===== config.mk =====
export PLATFORM = sky130hd
export DESIGN_NAME = i2c_target
export DESIGN_NICKNAME = d
export VERILOG_FILES = /design/src/rtl/i2c_target.sv
export SDC_FILE = /design/constraint.sdc
export NUM_CORES = 1
export LEC_CHECK = 0
export CORE_MARGIN = 5
export CORE_UTILIZATION = 55
export CTS_BUF_LIST = sky130_fd_sc_hd__clkbuf_16
export CTS_CLUSTER_DIAMETER = 40
export DETAILED_ROUTE_END_ITERATION = 16
export DONT_BUFFER_PORTS = 1
export HOLD_SLACK_MARGIN = 0.06
export PLACE_DENSITY = 0.7
export SLEW_MARGIN = 20
export SYNTH_ARGS = -nofsm -noshare
export SYNTH_HDL_FRONTEND = slang
export SYNTH_SLANG_ARGS = --single-unit

===== constraint.sdc =====
create_clock -name clk -period 3.65 [get_ports clk]
set_input_delay 0.365 -clock clk [delete_from_list [all_inputs] [get_ports clk]]
set_output_delay 0.365 -clock clk [all_outputs]
set_load 0.03 [all_outputs]

===== src/rtl/i2c_target.sv =====
// I2C target engine: oversamples SCL/SDA, detects START/STOP, matches a 7-bit address,
// receives bytes to rx_data with ACK and shifts tx_data onto SDA for controller reads.
module i2c_target #(
    parameter logic [6:0] ADDR = 7'h50
) (
    input  logic       clk,
    input  logic       rst_n,
    input  logic       scl_in,
    input  logic       sda_in,
    output logic       sda_oe,
    output logic [7:0] rx_data,
    output logic       rx_valid,
    input  logic [7:0] tx_data,
    output logic       tx_load,
    output logic       rw,
    output logic       busy
);

    typedef enum logic [2:0] {
        S_IDLE,
        S_ADDR,
        S_ADDR_ACK,
        S_RX,
        S_RX_ACK,
        S_TX,
        S_TX_ACK
    } state_t;

    state_t     state;
    logic [2:0] bit_cnt;
    logic [6:0] shift_reg;
    logic [6:0] tx_shift;
    logic       ack_phase;

    logic scl_meta, scl_sync, scl_dly;
    logic sda_meta, sda_sync, sda_dly;
    logic scl_rise, scl_fall, sda_rise, sda_fall;
    logic start_det, stop_det;

    // Synchronizers reset to the idle-high bus level so leaving reset creates no false edges.
    always_ff @(posedge clk or negedge rst_n) begin
        if (!rst_n) begin
            scl_meta <= 1'b1;
            scl_sync <= 1'b1;
            scl_dly  <= 1'b1;
            sda_meta <= 1'b1;
            sda_sync <= 1'b1;
            sda_dly  <= 1'b1;
        end else begin
            scl_meta <= scl_in;
            scl_sync <= scl_meta;
            scl_dly  <= scl_sync;
            sda_meta <= sda_in;
            sda_sync <= sda_meta;
            sda_dly  <= sda_sync;
        end
    end

    assign scl_rise  = scl_sync & ~scl_dly;
    assign scl_fall  = ~scl_sync & scl_dly;
    assign sda_rise  = sda_sync & ~sda_dly;
    assign sda_fall  = ~sda_sync & sda_dly;
    assign start_det = sda_fall & scl_sync;
    assign stop_det  = sda_rise & scl_sync;

    // ack_phase marks the second half of an ACK slot: after the drive edge in ADDR_ACK/RX_ACK,
    // or after a controller ACK was sampled in TX_ACK.
    always_ff @(posedge clk or negedge rst_n) begin
        if (!rst_n) begin
            state     <= S_IDLE;
            bit_cnt   <= 3'd0;
            shift_reg <= 7'd0;
            tx_shift  <= 7'd0;
            ack_phase <= 1'b0;
            sda_oe    <= 1'b0;
            rx_data   <= 8'h00;
            rx_valid  <= 1'b0;
            tx_load   <= 1'b0;
            rw        <= 1'b0;
            busy      <= 1'b0;
        end else begin
            rx_valid <= 1'b0;
            tx_load  <= 1'b0;
            if (start_det) begin
                state     <= S_ADDR;
                bit_cnt   <= 3'd0;
                ack_phase <= 1'b0;
                sda_oe    <= 1'b0;
                busy      <= 1'b0;
            end else if (stop_det) begin
                state     <= S_IDLE;
                bit_cnt   <= 3'd0;
                ack_phase <= 1'b0;
                sda_oe    <= 1'b0;
                busy      <= 1'b0;
            end else begin
                case (state)
                    S_IDLE: begin
                    end
                    S_ADDR: begin
                        if (scl_rise) begin
                            shift_reg <= {shift_reg[5:0], sda_sync};
                            bit_cnt   <= bit_cnt + 3'd1;
                            if (bit_cnt == 3'd7) begin
                                if (shift_reg == ADDR) begin
                                    rw        <= sda_sync;
                                    ack_phase <= 1'b0;
                                    state     <= S_ADDR_ACK;
                                end else begin
                                    state <= S_IDLE;
                                end
                            end
                        end
                    end
                    S_ADDR_ACK: begin
                        if (scl_fall) begin
                            if (!ack_phase) begin
                                sda_oe    <= 1'b1;
                                busy      <= 1'b1;
                                ack_phase <= 1'b1;
                            end else if (rw) begin
                                tx_load  <= 1'b1;
                                tx_shift <= tx_data[6:0];
                                sda_oe   <= ~tx_data[7];
                                bit_cnt  <= 3'd0;
                                state    <= S_TX;
                            end else begin
                                sda_oe  <= 1'b0;
                                bit_cnt <= 3'd0;
                                state   <= S_RX;
                            end
                        end
                    end
                    S_RX: begin
                        if (scl_rise) begin
                            shift_reg <= {shift_reg[5:0], sda_sync};
                            bit_cnt   <= bit_cnt + 3'd1;
                            if (bit_cnt == 3'd7) begin
                                rx_data   <= {shift_reg, sda_sync};
                                rx_valid  <= 1'b1;
                                ack_phase <= 1'b0;
                                state     <= S_RX_ACK;
                            end
                        end
                    end
                    S_RX_ACK: begin
                        if (scl_fall) begin
                            if (!ack_phase) begin
                                sda_oe    <= 1'b1;
                                ack_phase <= 1'b1;
                            end else begin
                                sda_oe  <= 1'b0;
                                bit_cnt <= 3'd0;
                                state   <= S_RX;
                            end
                        end
                    end
                    S_TX: begin
                        // Bit 7 went out on entry; each fall here advances one bit, the last one releases.
                        if (scl_fall) begin
                            if (bit_cnt == 3'd7) begin
                                sda_oe    <= 1'b0;
                                ack_phase <= 1'b0;
                                state     <= S_TX_ACK;
                            end else begin
                                sda_oe   <= ~tx_shift[6];
                                tx_shift <= {tx_shift[5:0], 1'b0};
                                bit_cnt  <= bit_cnt + 3'd1;
                            end
                        end
                    end
                    S_TX_ACK: begin
                        if (scl_rise) begin
                            if (sda_sync) begin
                                sda_oe <= 1'b0;
                                busy   <= 1'b0;
                                state  <= S_IDLE;
                            end else begin
                                ack_phase <= 1'b1;
                            end
                        end else if (scl_fall && ack_phase) begin
                            tx_load  <= 1'b1;
                            tx_shift <= tx_data[6:0];
                            sda_oe   <= ~tx_data[7];
                            bit_cnt  <= 3'd0;
                            state    <= S_TX;
                        end
                    end
                    default: state <= S_IDLE;
                endcase
            end
        end
    end

endmodule


---- Word-level counts from Yosys, hierarchy flattened ----
Index checks and enable logic that the tools add are counted.
word-level totals
  word-level logic and storage cells ...... 169
  register bits after elaboration ......... 40
  output and inout bits ................... 13
  input bits .............................. 12
cells by class
  add/sub/neg operators ................... 1
  bitwise gates (word level) .............. 14
  reductions and logical operators ........ 18
  equal/unequal tests ..................... 39
  mux-type cells .......................... 80
operators with widths
  kind                                                                      number
  3-bit two-way mux                                                         25
  4-bit inequality test (second input constant)                             18
  7-bit two-way mux                                                         7
  1-bit two-way mux                                                         40
  3-bit case mux with 7 select lines                                        1
  7-bit case mux with 3 select lines                                        1
  2-bit inequality test (second input constant)                             7
  13-bit AND reduction                                                      1
  3-bit equality test (second input constant)                               4
  4-bit by 1-bit inequality test with 1-bit output (second input constant)  3
  3-bit case mux with 4 select lines                                        1
  6-bit AND reduction                                                       2
  6-bit nonzero test                                                        2
  5-bit inequality test (second input constant)                             2
  10-bit AND reduction                                                      1
  5-bit AND reduction                                                       2
  9-bit AND reduction                                                       1
  1-bit inverter                                                            8
  8-bit AND reduction                                                       1
  7-bit equality test (second input constant)                               1
  7-bit nonzero test                                                        1
  1-bit AND                                                                 6
  3-bit by 2-bit equality test with 1-bit output (second input constant)    2
  1-bit case mux with 5 select lines                                        1
  other kinds (12)                                                          14

---- Longest topological paths before layout ----
Gate-level depths: netlist of the first run.
  depth after elaboration ................. 8
  gate-level depth with buffers ........... 7
  depth with buffers taken out ............ 7

---- Worst setup path after synthesis of the first run ----
No wires, ideal clock.
  path type ............................... register to register
  from .................................... register bit_cnt[0]
  to ...................................... register tx_shift[1]
  data required time ...................... 3.525 ns
  cell stages (with the launch flop) ...... 8
  period minus slack after synthesis ...... 1.842 ns
  arrival time ............................ 1.717 ns
  setup time .............................. 0.125 ns
  buffers on the path ..................... 0
  slack ................................... 1.808 ns
  cell sequence ........................... dfrtp_1 ha_1 ha_1 nand2_2 nor2_1 o21ai_1 nand4_4 mux2_4
on the way
  word-level cells in the longest chain between the ends .. 3
RTL lines
  what                             line  source
  from (decl)                      30    logic [2:0] bit_cnt;
  from (signal assigned)           103   bit_cnt <= bit_cnt + 3'd1;
  from (signal assigned)           137   bit_cnt <= bit_cnt + 3'd1;
  from (signal assigned)           168   bit_cnt <= bit_cnt + 3'd1;
  3-bit equality test              161   if (bit_cnt == 3'd7) begin
  2-bit inequality test (no line)  n/a
  10-bit AND reduction (no line)   n/a
  to (signal assigned)             123   tx_shift <= tx_data[6:0];
  to (signal assigned)             167   tx_shift <= {tx_shift[5:0], 1'b0};
  to (signal assigned)             183   tx_shift <= tx_data[6:0];
  to (decl)                        32    logic [6:0] tx_shift;
Every way passes these cells.
A chain may end at the register's enable or synchronous reset.

---- Worst setup path in the final report of the first run ----
  from .................................... register state[1]
  to ...................................... register rx_data[5]
on the way
  word-level cells in the longest chain between the ends .. 2
RTL lines
  what                                            line  source
  from (decl)                                     29    state_t state;
  from (signal assigned)                          70    state <= S_IDLE;
  from (signal assigned)                          85    state <= S_ADDR;
  from (signal assigned)                          91    state <= S_IDLE;
  3-bit by 2-bit equality test with 1-bit output  97    case (state)
  5-bit AND reduction (no line)                   n/a
  to (signal assigned)                            139   rx_data <= {shift_reg, sda_sync};
  to (decl)                                       11    output logic [7:0] rx_data,
Every way passes these cells.

==> metrics.md, run 1 <==
| Metric | Value |
|---|---|
| Run status | completed |
| CP Capture Type | flop |
| Worst-Margin Slew | 778 ps |
| Hold EP | sda_meta$_DFF_PN1_ |
| Critical path required time | 3820 ps |
| Cells after synthesis | 208 |
| IO Count | 25 |
| Hpwl dp | 3330 um |
| Post-synth top area share | 36.9% |
| CTS Root Buffer Type | clkbuf_16 |
| Residual DRC count | 0 |
| Core footprint | 4030 sq um |
| Syn nets | 222 |
| Critical path class | reg -> reg |
| Post-Route Setup TNS | 0 ps |
| Port bufs | 0 |
| Via count | between 1,500 and 2,000 |
| Post-synth EDFFs | 0 |
| Routed wire per std cell | 18.7 um |
| Nets | 218 |
| Detail Route Antenna Nets | 0 |
| Max FO, Critical Path | 20 |
| Relative slew slack | 48.1% |
| Final Util | 61.6% |
| Hold Fails Final Rpt | 0 |
| Clk slew on worst S/H paths | around 60 ps |
| Reg2reg setup slack | between 1000 and 1500 ps |
| Setup crit start | state[1]$_DFFE_PN0P_ |
| Vias per inst | 6.30 |
| CTS tree | built |
| Worst-Skew Late Latency | 280 ps |
| First-pass GRT wire length | between 8000 and 9000 um |
| Max reg flops | 8 |
| Synth cell types | 60 |
| Syn avg cell area | 11.1 sq um |
| Global-route layer with the greatest usage | met2 |
| Starting density of the core | 57.2% |
| P_leak | 1.09 nW |
| Max-slew violation count | 0 |
| Number of synthesized register bits | 40 |
| Fmax | 0.437 GHz |
| Syn Std Cell Area | roughly 2300 sq um |
| Pwr per Cell Area | ~660 nW/um^2 |
| WL final | 4760 um |
| Final period utilization | a little over three fifths |
| Top post-synthesis cells by area | dfrtp_1 37%, mux2_2 9.3%, dfstp_2 6.8% |
| Pre-antenna DRT Iters | 4 |
| Cell Rows | 23 |
| Die width | 74.7 um |
| Worst R2R Path Depth | 4 |
| Global-route track usage on met1 | 24.5% |
| Prevailing post-synth register cell | dfrtp_1 |
| Hold Path Depth | 0 |
| Ys Warns | 0 |
| GRT met2 Usage | 30.2% |
| CTS Buf Count | 5 |
| Gp weighted congestion | 0.913 |
| Peak supply drop | 0.391 mV |
| Clock Path Buffers | 2 |
| Endpoints failing setup | 0 |
| Critical path launch point type | flop |
| Ys async rst share | 100% |
| Initial antenna violation count | 0 |
| Sequential element share of the synthesized area | 43.8% |
| Max cap viols | 0 |
| Total GRT Usage | 19.0% |
| Unrepaired setup endpoints after global routing | no |
| Sinks on Clock Net | 40 |
| Share of cells above drive strength 1 | between 20% and 30% |
| Hold WC Path Type | in -> reg |
| Drt first-iter violations | approximately 190 |
| Largest area contributor in the netlist | dfrtp_1 |
| Hold_ws | 77.5 ps |
| P&R area growth vs syn | 7.60% |
| Tmin final | about 2300 ps |
| # diodes | 0 |
| Number of global-route vias before repair | ~1,600 |
| Worst flop-to-flop path startpoint | state[1]$_DFFE_PN0P_ |
| Min-delay src | sda_in |
| H-tree levels | 2 |
| CP arrival | approximately 2500 ps |
| Worst R2R End | rx_data[5]$_DFFE_PN0P_ |
| Fin Clk Skew | approximately 3.4 ps |
| Die footprint | approximately 5600 sq um |
| GRT Residual Overflow | 0 |
| Die height | around 75 um |
| Maximum number of pins on one net before global-route repair | 41 |
| GRT met3 Usage | 6.54% |
==> repair_timing <==
item                       4_1_cts  5_1_grt
hold buffers                     2        0
resized for setup                0        0
setup endpoints to repair        0        0
hold endpoints to repair        40        0
setup buffers                    0        0
==> cell type report <==
class,count,area [sq um]
Timing Repair Buffer,2,30.0
Multi-Input combinational cell,145,1170
Clock buffer,5,125
Inverter,10,37.5
Clock inverter,3,42.5
Fill cell,337,1550
Sequential cell,40,1010
Tap cell,50,62.6
==> metrics by stage <==
step	area [sq um]	std cells	power (mW)	worst slack, ps
2_1_floorplan	2300	208	1.08	1810
3_3_place_gp	2280	245	1.13	1440
6_report	2480	255	1.65	1360
5_1_grt	2480	255	1.74	1240
4_1_cts	2480	255	1.66	1370
3_5_place_dp	2280	245	1.14	1370
==> synthesized netlist by cell type, types with 3 or more instances <==
cell type,number
nor2b_1,3
a22oi_1,3
mux2_4,6
nand2_1,19
nand2b_1,4
mux2_2,19
inv_1,10
a21oi_1,6
dfstp_2,6
o31ai_1,3
o21ai_0,12
dfrtp_1,34
nand3_1,4
buf_4,3
buf_2,8
nor2_1,8
==> cells by family (layout without fill, tap and decap cells) <==
group           after synthesis  count (layout)  synth area share [%]
flops                        40              40                  43.8
buf+inv                      23              20                  5.32
compound gates               52              52                  18.7
mux                          27              27                  14.1
simple gates                 63              63                  16.3
xor+xnor                      1               1                 0.706
fa+ha+maj                     2               2                  1.09
==> critical path, stage by stage (launching register included) <==
cell	delay, ps
dfrtp_1	760
inv_1	230
nor2_1	280
and4b_1	510
mux2_2	390
==> metal layers <==
metal | routed length [um] | vias to the layer above
met2 | 2290 | 54
met3 | 318 | 11
met5 | 0 | -
li1 | - | 745
met4 | 89 | 0
met1 | 2060 | 797
==> power breakdown <==
group	switching, mW	total, mW	internal, mW
logic	0.222	0.449	0.227
registers	0.166	0.705	0.539
clock network	0.170	0.491	0.321
total	0.559	1.65	1.09
==> worst max path at each step <==
stage | endpoint | slack [ps] | depth (start not counted)
floorplan | tx_shift[1]$_DFFE_PN0P_ | 1810 | 7
global placement | rx_data[7]$_DFFE_PN0P_ | 1440 | 3
detailed placement | rx_data[5]$_DFFE_PN0P_ | 1370 | 4
CTS | rx_data[1]$_DFFE_PN0P_ | 1370 | 4
global route | rx_data[5]$_DFFE_PN0P_ | 1240 | 4
finish | rx_data[5]$_DFFE_PN0P_ | 1360 | 4
==> cell usage in the layout, fill, tap and decap left out, drive strengths merged, types with 2 or more instances in the layout <==
master / n
a22oi: 3
dfstp: 6
o211ai: 2
ha: 2
nor2b: 6
nand4: 3
nor3b: 3
mux2i: 2
nor3: 2
o21ai: 15
a31oi: 2
inv: 10
a32oi: 2
dfrtp: 34
o21a: 2
mux2: 25
o31ai: 3
a211oi: 2
a21oi: 6
nand2: 21
and2: 3
clkbuf: 5
a2bb2oi: 2
nor2: 9
nand3: 4
a21o: 2
nand3b: 2
a32o: 2
a311oi: 2
nand2b: 4
nor4: 2
No activity file was read; power rests on OpenSTA's default activity.
==> inputs of run 2 (changes only) <==
ABC_AREA = 1   (was default)
PLACE_DENSITY = 0.73   (was 0.7)
clock period = 2 ns   (was 3.65 ns; I/O delays follow)
==> run 2 against run 1 <==
Against the previous run:
- sequential power increased by 36%
- routed wire length increased by 5.6%
- via count increased by 20%
- clock power increased by 89%
- clock skew increased by 1.4 ps
- synthesized area decreased by 2.2%
- combinational power decreased by 13%
==> metrics.md, run 2 <==
| Metric | Value |
|---|---|
| Run status | completed |
| Largest family of logic cells by synthesized area | simple AND/OR/NAND/NOR gates |
| # diodes | 0 (unchanged) |
| Post-Route Setup TNS | 0 ps (unchanged) |
| P&R area growth vs syn | 12.8% |
| CTS Buf Count | 5 (unchanged) |
| CTS Root Buffer Type | clkbuf_16 |
| Hpwl dp | 3660 um (+10%) |
| Starting density of the core | 56.3% (-0.87 points) |
| Critical path launch point type | flop |
| Post-synth top area share | 37.8% (+0.84 points) |
| Drt first-iter violations | 222 (+20%) |
| Relative slew slack | 68.9% (+21 points) |
| CTS tree | built |
| Max reg flops | 8 (unchanged) |
| Hold_ws | 79.8 ps (+2.35 ps) |
| Sinks on Clock Net | 40 (unchanged) |
| Share of cells above drive strength 1 | 20.7% (-7.6 points) |
| Register area | 1010 sq um (unchanged) |
| Placed inst area | 2310 sq um (+1.3%) |
| Prevailing post-synth register cell | dfrtp_1 |
| Worst-Margin Slew | 466 ps (-312 ps) |
| CP arrival | 1970 ps (-490 ps) |
| Peak supply drop | 0.735 mV (+88%) |
| Synth cell count leaders | 93 x nand2_1, 34 x dfrtp_1, 30 x nor2_1, 24 x nand3_1 |
| Design area | 2540 sq um (+2.5%) |
| Gp weighted congestion | 0.952 (+4.4%) |
| Syn avg cell area | 7.66 sq um (-31%) |
| Post-synth EDFFs | 0 (unchanged) |
| Hold WC Path Type | in -> reg |
| Most common cell after layout, fill and taps aside | nand2_1 |
| Hold Fails Final Rpt | 0 (unchanged) |
| Clk slew on worst S/H paths | 60 ps (about the same) |
| Synth Area in Simple Gates | 34.7% (+18 points) |
| Vias per inst | 5.41 (-14%) |
| Synth cell types | 28 (-53%) |
| Dpl ws | 120 ps (-1250 ps) |
| Residual DRC count | 0 (unchanged) |
| Number of global-route vias before repair | 1,856 (+14%) |
| Endpoints failing setup | 0 (unchanged) |
| Fill cells | 361 (+7.1%) |
| Die height | 74.0 um (-0.97%) |
| Final Util | 63.6% (+2.0 points) |
| Tmin final | 1800 ps (-484 ps) |
| Cells after synthesis | 294 (+41%) |
| Fmax | 0.554 GHz (+27%) |
| Pwr per Cell Area | 897 nW/um^2 (+35%) |
| Max cap viols | 0 (unchanged) |
| Post-CTS Setup Repair Bufs | 0 (unchanged) |
| Unrepaired setup endpoints after global routing | no |
| Top post-synthesis cells by area | dfrtp_1 38%, nand2_1 15%, dfstp_2 7.0% |
| Ys async rst share | 100% (unchanged) |
| Ys Warns | 0 (unchanged) |
| GRT Residual Overflow | 0 (unchanged) |
| Most frequent cells in the layout | 93 x nand2_1, 34 x dfrtp_1, 30 x nor2_1, 24 x nand3_1 |
| First-pass GRT wire length | 8830 um (+8.4%) |
| Multiplexer share of the synthesized area | 0% (-14 points) |
| Worst-Skew Late Latency | 280 ps (about the same) |
| Clock Path Buffers | 2 (unchanged) |
| Detail Route Antenna Nets | 0 (unchanged) |
| Core footprint | 4000 sq um (-0.71%) |
| Syn Std Cell Area | 2250 sq um (-2.2%) |
| Initial antenna violation count | 0 (unchanged) |
| Sequential element share of the synthesized area | 44.8% (+1.0 points) |
| Pre-antenna DRT Iters | 4 (unchanged) |
| Compound-Gate Fraction of Synth Area | 12.1% (-6.6 points) |
| CP Capture Type | flop |
| Port bufs | 0 (unchanged) |
| Maximum number of pins on one net before global-route repair | 41 (unchanged) |
| P_leak | 1.28 nW (+18%) |
| H-tree levels | 2 (unchanged) |
| Critical path required time | 2170 ps (-1650 ps) |
| Nets | 318 (+46%) |
| Post-synthesis adder-cell area fraction | 1.11% (+0.025 points) |
| IO Count | 25 (unchanged) |
| Largest area contributor in the netlist | dfrtp_1 |
| Critical path class | reg -> reg |
| Most frequent cell after synthesis | nand2_1 |
| Max-slew violation count | 0 (unchanged) |
| Syn nets | 308 (+39%) |
| Final period utilization | 90.2% (+28 points) |
| XOR/XNOR share of the synthesized area | 0% (-0.71 points) |
| Die width | 74.0 um (-0.97%) |
| Cell Rows | 23 (unchanged) |
| Fin Clk Skew | 4.82 ps (+1.45 ps) |
| Max FO, Critical Path | 16 (-20%) |
| WL final | 5030 um (+5.6%) |
| Die footprint | 5480 sq um (-1.9%) |
| Total GRT Usage | 21.2% (+2.2 points) |
| Worst setup margin | 195 ps (-1170 ps) |
| Multi-input gate area | 1090 sq um (-7.4%) |
| Routed wire per std cell | 14.2 um (-24%) |
| Number of synthesized register bits | 40 (unchanged) |
| Via count | 1,921 (+20%) |
## run 2: changes by cell type in the layout (fill, tap and decap cells not counted), sizes merged, moves of 14 or more
cell	before	now
o21ai	15	29
nand3	4	28
inv	10	31
nor2	9	39
nand2	21	98
mux2	25	0
## run 2: final timing paths
| kind | start | end | slack, ps | cells after the start |
|---|---|---|---|---|
| min in group asynchronous | rst_n | tx_load$_DFF_PN0_ | 380 | 2 |
| worst max-delay path | bit_cnt[0]$_DFFE_PN0P_ | rx_data[0]$_DFFE_PN0P_ | 200 | 7 |
| worst min register to register | sda_meta$_DFF_PN1_ | sda_sync$_DFF_PN1_ | 360 | 0 |
| worst min-delay path | tx_data[0] | tx_shift[0]$_DFFE_PN0P_ | 80 | 2 |
| max in group asynchronous | rst_n | sda_dly$_DFF_PN1_ | 1350 | 2 |
| worst max register to register | bit_cnt[0]$_DFFE_PN0P_ | rx_data[0]$_DFFE_PN0P_ | 200 | 7 |
## run 2: cells by family (layout without fill, tap and decap cells)
kind of cell | Yosys count | count (layout)
AO/OA/AOI/OAI | 43 | 43
adder cells (fa/ha/maj) | 2 | 2
buffers and inverters | 37 | 48
flip-flops | 40 | 40
AND/OR/NAND/NOR | 172 | 172
## run 2: metrics by stage
| step | power [mW] | cells |
|---|---|---|
| 6_report | 2.28 | 355 |
| 2_1_floorplan | 1.25 | 294 |
| 4_1_cts | 2.29 | 355 |
| 3_5_place_dp | 1.33 | 343 |
| 5_1_grt | 2.41 | 355 |
| 3_3_place_gp | 1.32 | 343 |
## run 2: final cells by class
class,count,share of cell area (%)
clock buffer,5,4.92
clock inverter,3,1.82
inverter,30,4.63
multi-input combinational,217,42.8
sequential,40,39.7
tap,50,2.46
timing repair buffer,10,3.74
## run 2: what timing repair did
item	CTS	global route
gates resized for setup	0	3
endpoints found under the hold margin	42	0
hold buffers	4	0
endpoints found under the setup margin	0	14
## run 2: routing by layer
layer | share of wire, % | vias up | routed length (um) | global-route usage, %
li1 | - | 965 | - | -
met1 | 46 | 881 | 2310 | 28.7
met2 | 46 | 62 | 2310 | 32.1
met3 | 5.6 | 13 | 281 | 5.41
met4 | 2.4 | 0 | 119 | 9.46
met5 | 0 | - | 0 | 0
## run 2: critical path, stage by stage (launching register included)
cell and delay, ps:
dfrtp_1 380, ha_1 160, ha_1 300, inv_1 110, nor3_2 280, nand3_4 250, nand2_1 150, o21ai_2 60
## run 2: power breakdown
group	total [mW]	switching, mW	leakage (nW)	internal, mW
sequential	0.961	0.0777	0.492	0.883
combinational	0.389	0.256	0.705	0.133
clock	0.929	0.336	0.0804	0.593
total	2.28	0.671	1.28	1.61
